**src/rtl/stopwatch_ctrl.sv**
```systemverilog
// Four-digit BCD stopwatch controller: button-driven IDLE/RUN/LAP/STOP sequencer
// with tick prescaler, enable-chained decimal digits and a lap-freeze display register.
module stopwatch_ctrl #(
  parameter int TICK_DIV = 10
) (
  input  logic        clk,
  input  logic        ar,
  input  logic        start_stop,
  input  logic        lap,
  input  logic        clr,
  output logic [15:0] cnt,
  output logic [15:0] disp,
  output logic        running,
  output logic        lapped,
  output logic        ovf
);

  localparam int PW = $clog2(TICK_DIV);
  localparam logic [PW-1:0] PRE_MAX = PW'(TICK_DIV - 1);

  typedef enum logic [1:0] {
    S_IDLE = 2'd0,
    S_RUN  = 2'd1,
    S_LAP  = 2'd2,
    S_STOP = 2'd3
  } state_t;

  state_t          r_state;
  state_t          w_state_nxt;
  logic [PW-1:0]   r_pre;
  logic [PW-1:0]   w_pre_nxt;
  logic [3:0]      r_dig [4];
  logic [3:0]      w_dig_nxt [4];
  logic [15:0]     r_lap;
  logic            r_ovf;
  logic            w_lap_cap;
  logic            w_clear;
  logic            w_counting;
  logic            w_tick;
  logic [4:0]      w_en;

  always_ff @(posedge clk or posedge ar) begin
    if (ar) begin
      r_state <= S_IDLE;
    end else begin
      r_state <= w_state_nxt;
    end
  end

  // Each state lists its legal pulses in priority order, so an illegal
  // higher-priority pulse never masks a legal lower-priority one.
  always_comb begin
    w_state_nxt = r_state;
    w_lap_cap   = 1'b0;
    w_clear     = 1'b0;
    case (r_state)
      S_IDLE: begin
        if (start_stop) w_state_nxt = S_RUN;
      end
      S_RUN: begin
        if (start_stop) begin
          w_state_nxt = S_STOP;
        end else if (lap) begin
          w_state_nxt = S_LAP;
          w_lap_cap   = 1'b1;
        end
      end
      S_LAP: begin
        if (start_stop)  w_state_nxt = S_STOP;
        else if (lap)    w_state_nxt = S_RUN;
      end
      S_STOP: begin
        if (start_stop) begin
          w_state_nxt = S_RUN;
        end else if (clr) begin
          w_state_nxt = S_IDLE;
          w_clear     = 1'b1;
        end
      end
      default: w_state_nxt = S_IDLE;
    endcase
  end

  // Tick decision uses the pre-edge state, so a stopping edge still applies it.
  always_comb begin
    w_counting = (r_state == S_RUN) || (r_state == S_LAP);
    w_tick     = w_counting && (r_pre == PRE_MAX);
    w_pre_nxt  = r_pre;
    if (w_clear || (r_state == S_IDLE)) begin
      w_pre_nxt = '0;
    end else if (w_tick) begin
      w_pre_nxt = '0;
    end else if (w_counting) begin
      w_pre_nxt = r_pre + PW'(1);
    end
  end

  always_comb begin
    w_en[0] = w_tick;
    for (int i = 0; i < 4; i++) begin
      w_en[i+1] = w_en[i] && (r_dig[i] == 4'd9);
      if (w_clear) begin
        w_dig_nxt[i] = 4'd0;
      end else if (w_en[i]) begin
        w_dig_nxt[i] = (r_dig[i] >= 4'd9) ? 4'd0 : r_dig[i] + 4'd1;
      end else begin
        w_dig_nxt[i] = r_dig[i];
      end
    end
  end

  always_ff @(posedge clk or posedge ar) begin
    if (ar) begin
      r_pre <= '0;
      r_lap <= 16'h0000;
      r_ovf <= 1'b0;
      for (int i = 0; i < 4; i++) r_dig[i] <= 4'd0;
    end else begin
      r_pre <= w_pre_nxt;
      r_ovf <= w_en[4];
      if (w_lap_cap) r_lap <= cnt;
      for (int i = 0; i < 4; i++) r_dig[i] <= w_dig_nxt[i];
    end
  end

  assign cnt     = {r_dig[3], r_dig[2], r_dig[1], r_dig[0]};
  assign disp    = (r_state == S_LAP) ? r_lap : cnt;
  assign running = (r_state == S_RUN) || (r_state == S_LAP);
  assign lapped  = (r_state == S_LAP);
  assign ovf     = r_ovf;

endmodule

```
**config.mk**
```make
export PLATFORM = sky130hd
export DESIGN_NAME = stopwatch_ctrl
export DESIGN_NICKNAME = d
export VERILOG_FILES = /design/src/rtl/stopwatch_ctrl.sv
export SDC_FILE = /design/constraint.sdc
export NUM_CORES = 1
export LEC_CHECK = 0
export ABC_CLOCK_PERIOD_IN_PS = 2350
export BUFFER_PORTS_ARGS = -buffer_cell sky130_fd_sc_hd__buf_2
export CELL_PAD_IN_SITES_DETAIL_PLACEMENT = 1
export CELL_PAD_IN_SITES_GLOBAL_PLACEMENT = 1
export CORE_MARGIN = 2
export CORE_UTILIZATION = 30
export DETAILED_ROUTE_END_ITERATION = 6
export MAX_ROUTING_LAYER = met4
export PLACE_DENSITY_LB_ADDON = 0.1
export SLEW_MARGIN = 30
export SYNTH_ARGS = -nofsm -noshare
export SYNTH_HDL_FRONTEND = slang
export SYNTH_SLANG_ARGS = --single-unit
```
**constraint.sdc**
```tcl
create_clock -name clk -period 2.35 [get_ports clk]
set_input_delay 0.5875 -clock clk [delete_from_list [all_inputs] [get_ports clk]]
set_output_delay 0.5875 -clock clk [all_outputs]
set_load 0.05 [all_outputs]
```
==> impl_summary.md, run 1 <==
Global route
Global routing used 15.2% of the available tracks across all layers. The global-route wire length before repair is 9.56 mm. The initial antenna violation count was 0. The via count of the first global-routing pass was 1866.

For this run the aggregate overflow at the end of global routing stands at 0. The maximum number of pins on one net before global-route repair is 40.

Clocking
The clock buffer count from CTS is 5. No sink is reached through more buffers than the 2 on the longest clock path. The clock latency at the later pin of the worst-skew pair is between 0.2 and 0.3 ns. The H-tree generated during clock tree synthesis spans 2 levels. The clock tree root driver cell is clkbuf_8. Clock tree synthesis found a total of 39 sinks. The clock tree from TritonCTS is yes. The clock edge transition at the registers on the reported setup and hold paths is 0.07 ns.

Yosys
During synthesis, Yosys emitted a total of 0 warnings. The number of synthesized register bits is 39. The cell with the most instances after synthesis is dfrtp_1.

Of the post-synthesis cell area, the dominant cell type holds 44.1%. The cell accounting for the most synthesized area is dfrtp_1. In the synthesized netlist the dominant register cell turns out to be dfrtp_1. The number of cells produced by synthesis is 225. The mean cell area of the mapped netlist is 9.83 um2. The commonest cells after synthesis are 39 x dfrtp_1, 31 x o21ai_0, 30 x nand2_1. The post-synth design cell area is 2210 um2.

The number of distinct standard cells referenced by the synthesized netlist is 38. The number of nets in the synthesized netlist is 248. In the synthesized netlist the async set-or-reset flop fraction comes to 100%. The number of enable-type register cells in the synthesized netlist is 0. The part of the Yosys area used for sequential elements is 44.1%. By area the synthesized netlist is led by dfrtp_1 44%, ha_1 10%, mux2_2 7.1%, o21ai_0 7.0%, nand2_1 5.1%.

Die
The number of core rows is 31. Measured along the y axis, the die boundary spans 89.8 um. The boundary pin count is 40.

The die covers 8070 um2. For this configuration, the core starts out at a cell density of between 30% and 40%. The area of the core is 7180 um2. The x dimension of the die is 89.8 um.

Worst setup path
Across all register-to-register paths, the minimum setup slack is 0.34 ns. The startpoint kind of the worst setup timing path is a flop. The end of the worst register-to-register path is cnt[15]. The delay of the slowest critical-path stage is roughly 0.38 ns. The worst path arrival time is between 1.5 and 2 ns. The endpoint class of the critical path is an output pin. Walking the worst path, the cells encountered are inv_1 -> ha_4 -> buf_12 -> mux2_2 -> buf_2. The required time of the worst setup path is between 1.5 and 2 ns. The worst-path maximum fanout is 11. The cell with the largest stage delay on the worst path is dfrtp_1. The beginning of the worst register-to-register path is r_state[1]. The startpoint-to-endpoint class of the critical path is flop to output pin. The cell depth of the worst flop-to-flop path is 7. The dominant delay contributor by cell family on the critical path is buffers and inverters. The number of buffers and inverters on the critical path is 3.

STA
Setup repair after global routing left no endpoint under its margin. The setup TNS after final layout is 0 ns. The number of max-slew violations in the final report is 0.

Dividing the final minimum period by the clock period gives 94.8%. The highest clock rate is 0.449 GHz. The post-route minimum period is 2.23 ns.

The measured slew at the worst slew-check pin is roughly 0.54 ns. The total count of hold-check failures in the final report came to 0. The headroom to the max-slew limit is between 60% and 70%. On the final layout, the worst clock skew is 0.00784 ns. After layout, the worst setup slack is 0.123 ns. Setup violations remaining at the end of the flow were counted as 0. Across all hold checks on the routed design, the worst slack comes to 0.415 ns.

Pwr
The total power per unit cell area is 935 nW/um2. The internal power summed over all cells is 0.00148 W. Of the total power, combinational logic draws 44.6%. The part of the total power dissipated in the clock network is 19.4%. The peak supply drop is between 0.4 and 0.5 mV. The design draws around 0.0026 W. Summed over all cells, the static leakage comes to 1.36 nW.

Registers are responsible for 36.0% of the overall power. Of the total power, the share spent switching nets is a little over two fifths. The switching power summed over all nets is 0.00109 W.

Placement
The total of buffers placed on input and output ports is 39. At the end of routability-driven placement, the weighted congestion stood at 0.772. The placed wire-length estimate after detailed placement is 3.92 mm. The placement-stage worst setup slack is 0.0406 ns.

Drt
The first-pass iteration count of the detailed router is 4. The first routing iteration left 71 violations. In the final routed layout, each cell accounts on average for approximately 15 um. The post-detailed-route via-to-cell ratio is 4.80. The final wirelength is 5.55 mm. The post-detailed-route count of antenna-violating nets is 0. The post-detailed-route DRC marker count is 0. Detailed routing inserted a total of 1797 vias.

Run status
The run finished with clean final reports.

Finish
The count of inserted antenna diode cells is 0. Relative to the synthesized area, the layout overhead comes to 24.3%. The final layout net count is 297. The fraction of final layout cells with drive strength greater than 1 is 32.0%.

Flow run
Across the run, the number of max-cap violations was 0.

Worst hold path
The path class of the tightest hold or removal check is input pin to asynchronous set/reset pin.
==> area by class of cell <==
type,instances,area (um2)
fill,844,4430
timing repair buffer,51,314
clock buffer,8,100
multi-input combinational,162,1180
tap,99,124
sequential,39,976
inverter,15,56.3
==> flip-flops by register name (all words and copies together), names as in the netlist <==
signal	cells
ovf	1
r_lap	16
r_pre	4
cnt	16
r_state	2
==> how the worst max path moves through the flow <==
stage          startpoint       end  slack, ns  depth (start not counted)
6_report       r_state[0]   disp[6]       0.12                          5
3_5_place_dp   r_state[0]   disp[1]       0.04                          6
5_1_grt        r_state[1]   running       0.02                          4
4_1_cts        r_state[0]   disp[6]        0.1                          5
2_1_floorplan  r_state[0]  disp[11]       0.01                          5
3_3_place_gp   r_state[0]   disp[1]       0.12                          6
==> cell families after synthesis <==
logic type	count (synthesis)	share of synthesized area, %
mux	16	8.04
flops	39	44.1
simple gates	74	18.1
buf+inv	24	4.64
xor+xnor	5	1.98
fa+ha+maj	18	10.2
compound gates	49	12.9
==> routing by layer <==
layer	track usage, %	up-vias	part of all wire [%]
met3	2.93	3	3.6
li1	-	884	-
met4	3.59	0	0.65
met1	19.3	881	47
met2	25.1	29	49
met5	-	-	0
==> power by group through the flow <==
stage	combinational (W)	sequential [W]	clock, W
after floorplan	0.000740	0.00100	0
after global placement	0.00108	0.000930	0
after detailed placement	0.00110	0.000934	0
after CTS	0.00117	0.000925	0.000527
after global routing	0.00127	0.000953	0.000553
final	0.00115	0.000924	0.000499
==> through the flow <==
step                      instances  area [um2]  utilization, %
after floorplan                 225        2250               -
after global placement          363        2600            36.2
after detailed placement        363        2600            36.2
after CTS                       374        2750            38.3
after global routing            374        2750            38.3
final                           374        2750            38.3
==> worst min-delay path, delay by kind of cell <==
| family | cells | cell delay (ns) |
|---|---|---|
| buf+inv | 3 | 0.57 |
==> placed cells by master (no fill, tap or decap), types with 3 or more instances in the layout <==
master	instances
nand3_1	7
ha_1	17
clkbuf_8	7
and3b_1	4
o21ai_0	22
inv_1	15
o21ai_2	10
dfrtp_1	39
nor4_1	3
mux2_2	14
buf_2	39
nor2_1	9
nand2b_1	3
xor2_1	3
nand2_1	30
nand3b_1	3
a21oi_1	6
a41oi_1	3
buf_4	9
==> timing repair <==
| action | in CTS | in global routing |
|---|---|---|
| setup buffers | 3 | 0 |
| setup endpoints to repair | 17 | 0 |
| resized for setup | 1 | 0 |
| hold buffers | 0 | 0 |
Note: power is estimated with default switching activity, not from simulation.
==> run 2: changes to the inputs <==
--- a/config.mk
+++ b/config.mk
@@ -5,11 +5,11 @@
 export SDC_FILE = /design/constraint.sdc
 export NUM_CORES = 1
 export LEC_CHECK = 0
-export ABC_CLOCK_PERIOD_IN_PS = 2350
+export ABC_CLOCK_PERIOD_IN_PS = 2100
 export BUFFER_PORTS_ARGS = -buffer_cell sky130_fd_sc_hd__buf_2
 export CELL_PAD_IN_SITES_DETAIL_PLACEMENT = 1
 export CELL_PAD_IN_SITES_GLOBAL_PLACEMENT = 1
-export CORE_MARGIN = 2
+export CORE_MARGIN = 4
 export CORE_UTILIZATION = 30
 export DETAILED_ROUTE_END_ITERATION = 6
 export MAX_ROUTING_LAYER = met4
==> constraint.sdc (replaced) <==
create_clock -name clk -period 2.1 [get_ports clk]
set_input_delay 0.525 -clock clk [delete_from_list [all_inputs] [get_ports clk]]
set_output_delay 0.525 -clock clk [all_outputs]
set_load 0.05 [all_outputs]
==> run 2 against run 1 <==
  * The flow now finishes with violations (setup timing)
  * Clock skew rose by 0.00093 ns
  * Cell area rose by 6.8%
  * Register-to-register slack got worse by 0.14 ns
  * Core utilization rose by 2.4 points
  * Critical path type unchanged
==> impl_summary.md, run 2 (synthesis gave the netlist of run 1 again) <==
Global route
The global-route total usage across every layer is between 10% and 20%. In the global route stage, met2 resource usage came out at 23.1%. The via count of the first global-routing pass is 1952. Entering global routing, the biggest net connects 40 pins. The global-route wire length before repair is roughly 9.7 mm. The global-route layer with the greatest usage is met2. In the global route stage, met3 resource usage came out at 2.08%.

The initial antenna violation count is 0. The aggregate global routing overflow is 0. Global routing used a little under a fifth of the available met1 tracks.

Run status
The final reports fail on setup timing. The flow ran to the end, but the final reports show violations.

Die
The die is 93.8 um wide. The number of core rows is 31. The core region is 7210 um2. The die covers ~9000 um2. Pin placement for this block handled 40 I/O pins. For this configuration, the core starts out at a cell density of between 30% and 40%. The die outline height is 93.8 um.

Finish
The number of fill cells in the layout is between 800 and 900. Leaving out fill and tap cells, the most frequent cells in the layout are 39 x dfrtp_1, 30 x nand2_1, 24 x buf_2. The final layout net count is 303.

The multi-input combinational cell area is 1210 um2. Relative to the synthesized area, the layout overhead comes to 32.8%. The library cell used most frequently in the layout, excluding fill and tap cells, is dfrtp_1. The repair_antennas step left the layout with diodes totalling 0. Across the whole layout, storage elements account for 976 um2. Cells with a size suffix above 1 make up 33.8% of the layout.

Worst setup path
The beginning of the worst register-to-register path is r_state[1]. The worst setup path is launched from a flop. The required time of the worst setup path is between 1.5 and 2 ns. The startpoint-to-endpoint class of the critical path is flop to output pin. Data arrives at the worst endpoint at 1.58 ns.

The setup slack of the worst register-to-register path is 0.20 ns. Measured in cells, the most critical reg-to-reg path has a length of 7. Of all nets on the critical path, the largest fanout is 5. The end of the worst register-to-register path is cnt[15]. The startpoint of the worst setup timing path is r_state[0].

In this run the worst setup path terminates at disp[2]. STA classifies the critical path endpoint as an output pin.

Clocking
The number of levels the H-tree was split into is 2. The clock latency at the later pin of the worst-skew pair is between 0.2 and 0.3 ns. The clock buffer count from CTS is 5. For this design, the sink count on the clock tree is 39. The longest clock path from root to sink contains 2 buffers. Clock tree synthesis selected as its root buffer the cell clkbuf_8. The clock edge transition at the registers on the reported setup and hold paths is ~0.080 ns. The quantity of hold-fixing buffers added after cts is 0. The clock tree from TritonCTS is yes.

STA
Setup violations remaining at the end of the flow were counted as 7. Setup repair after global routing could not meet its margin everywhere. For this run, the top clock speed supported by timing is 0.474 GHz.

In the finished design, the share of the clock period the worst path needs comes to 100%. Measured against its own limit, the worst slew margin works out to 64.1%. On the final layout, the worst clock skew is 0.00877 ns. The measured slew at the worst slew-check pin is 0.534 ns. The tightest hold path in the finished design has a slack of 0.355 ns. Setup slack on the critical path of the routed design comes to -0.00907 ns.

The number of max-slew violations in the final report is 0. After layout, the minimum clock period comes to between 2 and 2.5 ns. The total count of hold-check failures in the final report is 0.

Drt
In this run the remaining antenna-violating nets after routing total 0. The total via count after detailed routing is 1846. The final wirelength is 5.83 mm. The post-detailed-route wirelength per cell is 15.3 um. In the routed design, unresolved DRC markers number 0.

For this block, the initial DRC count from the detailed router was 25. The first-pass iteration count of the detailed router is 4. The post-detailed-route via-to-cell ratio is 4.86.

Pwr
Across the VDD grid, the largest voltage drop is 0.814 mV. The part of the total power dissipated in the clock network is 16.8%. The total power per unit cell area is 1030 nW/um2.

Summed over all cells, the static leakage comes to between 1 and 1.5 nW. Sequential cells burn 34.3% of the power. The switching portion of total power is 42.6%. Per report_power, the combinational group accounts for 49.0% of the total. Summed over all nets, the switching power comes to roughly 0.0013 W. The internal power summed over all cells is roughly 0.0017 W. After layout, the design draws a total of 0.00303 W.

Worst hold path
The type of the most critical hold path is input pin to asynchronous set/reset pin.

Flow run
Across the run, the number of max-cap violations was 0.

Placement
The final weighted congestion in routability-driven placement is 0.764. The wire-length estimate of the detail-placed layout is around 4 mm. Input and output buffers added on the ports amount to 39.
-- run 2: cell count changes in the layout (fill, tap and decap cells not counted), sizes merged --
cell      change
clkbuf        +4
clkinv        +1
clkinvlp      +1
-- run 2: area by class of cell --
type	instances	share of cell area (%)
Timing Repair Buffer	57	16.4
Clock inverter	2	0.426
Sequential cell	39	33.2
Inverter	15	1.92
Clock buffer	6	2.47
Multi-Input combinational cell	162	41.3
Tap cell	99	4.22
-- run 2: how the worst min path moves through the flow --
stage | cells after the start | slack, ns | startpoint | to
6_report | 3 | 0.36 | ar | r_lap[8]
5_1_grt | 3 | 0.42 | ar | r_pre[3]
2_1_floorplan | 2 | 0.45 | r_lap[0] | r_lap[0]
4_1_cts | 3 | 0.37 | ar | r_pre[3]
3_3_place_gp | 2 | 0.46 | r_lap[8] | r_lap[8]
3_5_place_dp | 2 | 0.48 | r_lap[8] | r_lap[8]
-- run 2: repair_timing --
action | 4_1_cts | 5_1_grt
endpoints found under the setup margin | 17 | 11
cloned | 0 | 1
setup buffers | 3 | 2
pin swaps | 1 | 0
resized for setup | 14 | 26
-- run 2: stage by stage --
step | worst slack (ns) | util (%) | area [um2] | instances | setup TNS [ns]
after global routing | -0.0635 | 40.7 | 2940 | 380 | -0.452
final | -0.00907 | 40.7 | 2940 | 380 | -0.0418
after floorplan | 0.00448 | - | 2280 | 225 | 0
after CTS | -0.00537 | 39.0 | 2810 | 377 | -0.00995
after global placement | 0.0862 | 36.5 | 2640 | 366 | 0
after detailed placement | 0.0618 | 36.5 | 2640 | 366 | 0
-- run 2: routing by layer --
layer | vias to the layer above | share of wire, %
li1 | 894 | -
met1 | 915 | 49
met2 | 28 | 47
met3 | 9 | 2.6
met4 | 0 | 1.4
met5 | - | 0
-- run 2: critical path, stage by stage (launching register included) --
cell,delay (ns)
dfrtp_1,0.40
inv_2,0.08
ha_4,0.22
buf_12,0.15
mux2_4,0.31
buf_8,0.15
-- run 2: power by group through the flow --
stage / logic [W] / clock network (W) / registers, W
finish: 0.00148 / 0.000508 / 0.00104
global route: 0.00163 / 0.000560 / 0.00106
CTS: 0.00138 / 0.000526 / 0.00104
detailed placement: 0.00128 / 0 / 0.00105
global placement: 0.00126 / 0 / 0.00104
floorplan: 0.000856 / 0 / 0.00113
==> run 3: changes to the inputs <==
--- a/config.mk
+++ b/config.mk
@@ -9,11 +9,13 @@
 export BUFFER_PORTS_ARGS = -buffer_cell sky130_fd_sc_hd__buf_2
 export CELL_PAD_IN_SITES_DETAIL_PLACEMENT = 1
 export CELL_PAD_IN_SITES_GLOBAL_PLACEMENT = 1
+export CORE_ASPECT_RATIO = 0.8
 export CORE_MARGIN = 4
 export CORE_UTILIZATION = 30
 export DETAILED_ROUTE_END_ITERATION = 6
 export MAX_ROUTING_LAYER = met4
 export PLACE_DENSITY_LB_ADDON = 0.1
+export SKIP_CTS_REPAIR_TIMING = 1
 export SLEW_MARGIN = 30
 export SYNTH_ARGS = -nofsm -noshare
 export SYNTH_HDL_FRONTEND = slang
==> run 3 against run 2 <==
  * Sequential share of layout area increased by 0.99 points
  * First-iteration DRC count increased to 2.7 times the previous value
  * Setup slack improved by 0.026 ns
  * The flow now finishes without violations
  * Clock-buffer cell count increased by 2
  * Critical path depth unchanged
  * Total power decreased by 1.6%
  * Critical path type unchanged
  * Non-clock buffer count decreased by 5
  * Largest power group unchanged
  * Combinational power decreased by 7%
  * Sequential power about the same
==> impl_summary.md, run 3 (synthesis gave the netlist of run 1 again) <==
Worst setup path
The startpoint-to-endpoint class of the critical path is flop to output pin. The signal on the critical path passes through inv_2 -> ha_4 -> buf_12 -> mux2_4 -> buf_8. The largest individual stage delay along the critical path comes from the cell dfrtp_1. The worst path arrival time is 1.56 ns. STA classifies the critical path startpoint as a flop. Along the worst path, the maximum fanout reaches 8. For the worst setup path, the data required time is 1.57 ns.

STA classifies the critical path endpoint as an output pin. Across all register-to-register paths, the minimum setup slack is ~0.17 ns. In this design, the stage delay of the slowest critical-path cell is a little under 0.4 ns.

STA
The highest clock rate is 0.480 GHz. The headroom to the max-slew limit is ~65%. Setup repair after global routing could not meet its margin everywhere. The clock period could shrink to 2.08 ns. Setup violations remaining at the end of the flow were counted as 0.

The total count of hold-check failures in the final report came to 0. The worst hold slack is roughly 0.35 ns. The final clock period utilization by the worst path is about 99%. Setup slack on the critical path of the routed design comes to between 0.015 and 0.02 ns. The number of max-slew violations in the final report is 0. The measured slew at the worst slew-check pin is 0.528 ns. The setup skew after layout is 0.00739 ns.

Finish
Across the whole layout, storage elements account for 977 um2. The repair_antennas step left the layout with diodes totalling 0. For this run, the post-layout net count is 298. Once layout is done, the placed cells without fillers occupy roughly 2900 um2.

The library cell used most frequently in the layout, excluding fill and tap cells, is dfrtp_1. The number of fill cells in the layout is 821. The area growth from synthesis to final layout is 29.1%.

In the final layout, the multi-input gates occupy 1210 um2. The library cells used most frequently in the layout, excluding fill and tap cells, are 38 x dfrtp_1, 30 x nand2_1, 27 x buf_2. The final core utilization is between 40% and 50%. Cells with a size suffix above 1 make up 33.0% of the layout.

Drt
The detailed router finished its first iteration with 67 violations. The post-detailed-route count of antenna-violating nets is 0. The first-pass iteration count of the detailed router is 4. In the routed layout, each cell is associated on average with a via count of 5.01. After detailed routing, the total wire length is about 5.9 mm. For this block, the via count after detailed routing is 1819.

The post-detailed-route wirelength per cell is 16.4 um. For this run, design rule violations remaining after detail routing come to 0.

Die
The die covers 8820 um2. The x dimension of the die is 104 um. Pin placement for this block handled 40 I/O pins. The starting density of the core is around a third.

The die is 84.8 um tall. In this run the core area contains 27 standard-cell rows. The area of the core is 7030 um2.

Pwr
Internal power comes to 0.00172 W. The peak supply drop is approximately 0.6 mV. In this run the static leakage power is 1.38 nW.

The analysis attributes to net switching a power of 0.00126 W. In this run switching power makes up 42.3% of total power. The total power per unit cell area is about 1000 nW/um2. The share of total power dissipated in combinational logic is between 40 and 50%.

Per report_power, the sequential group accounts for 35.1% of the total. The part of the total power dissipated in the clock network is 18.9%.

Placement
Timing analysis after detailed placement gives a worst setup slack of 0.0616 ns. The standard cell area after detailed placement is 2610 um2. At the end of routability-driven placement, the weighted congestion stood at roughly 0.72. The total of buffers placed on input and output ports is 39. The placed wire-length estimate after detailed placement is 4.02 mm.

Global route
The via count of the first global-routing pass came to 1866. Global routing consumed, over all layers together, 14.2% of the routing resources. The initial antenna violation count is 0. The maximum number of pins on one net before global-route repair is 40. The aggregate global routing overflow is 0.

The first global-routing pass estimated 9.89 mm of wire.

Clocking
The clock buffer count from CTS is 5. The number of buffers between clock root and the deepest sink is 2. The cell sitting at the root of the clock tree is a clkbuf_8. The number of sinks on the clock net is 39. The clock latency at the later pin of the worst-skew pair is just under 0.3 ns. The number of levels the H-tree was split into is 2. The clock edge transition at the registers on the reported setup and hold paths is around 0.080 ns. TritonCTS built the clock tree.

Flow run
The number of max-cap violations is 0.

Worst hold path
The type of the most critical hold path is input pin to asynchronous set/reset pin.

Run status
The run finished with clean final reports.
## run 3: cell count changes in the layout (fill, tap and decap cells not counted), sizes merged
cell      change
clkinv        -1
clkinvlp      -1
clkbuf        -2
buf           -1
## run 3: per-layer routing
metal | routed length, um | global-route usage, % | share of wire (%) | up-vias
met1 | 3110 | 20.2 | 52 | 907
met5 | 0 | - | 0 | -
met3 | 172 | 3.15 | 2.9 | 5
li1 | - | - | - | 883
met4 | 44 | 2.90 | 0.74 | 0
met2 | 2610 | 20.6 | 44 | 24
## run 3: power by group through the flow
stage,Sequential [W],Clock [W],Combinational (W)
floorplan,0.00113,0,0.000856
global placement,0.00105,0,0.00124
global route,0.00108,0.000621,0.00150
detailed placement,0.00105,0,0.00126
finish,0.00105,0.000563,0.00137
CTS,0.00104,0.000588,0.00127
## run 3: worst max-delay path: cells and delay by family, from the launching register on
kind	cells	cell delay, ns
multiplexers	1	0.31
buffers and inverters	3	0.38
flip-flops	1	0.39
adder cells (fa/ha/maj)	1	0.19
## run 3: final cells by class
type / instances / share of cell area (%)
sequential: 39 / 34.2
clock buffer: 8 / 3.51
multi-input combinational: 162 / 42.5
tap: 87 / 3.81
timing repair buffer: 52 / 14.0
inverter: 15 / 1.97
## run 3: final timing paths
check / start / endpoint / cells after the start
hold reg to reg: r_lap[12] / r_lap[12] / 2
hold / removal: ar / r_lap[13] / 3
setup reg to reg: r_state[1] / r_state[1] / 7
min in group clk: r_lap[12] / r_lap[12] / 2
setup / recovery: r_state[0] / disp[10] / 5
max in group asynchronous: ar / r_state[1] / 3
## run 3: metrics by stage
step	total power (W)	std cells	TNS, ns
floorplan	0.00198	225	0
global placement	0.00229	352	0
detailed placement	0.00231	352	0
CTS	0.00289	360	-3.33
global route	0.00320	363	-0.187
finish	0.00298	363	0
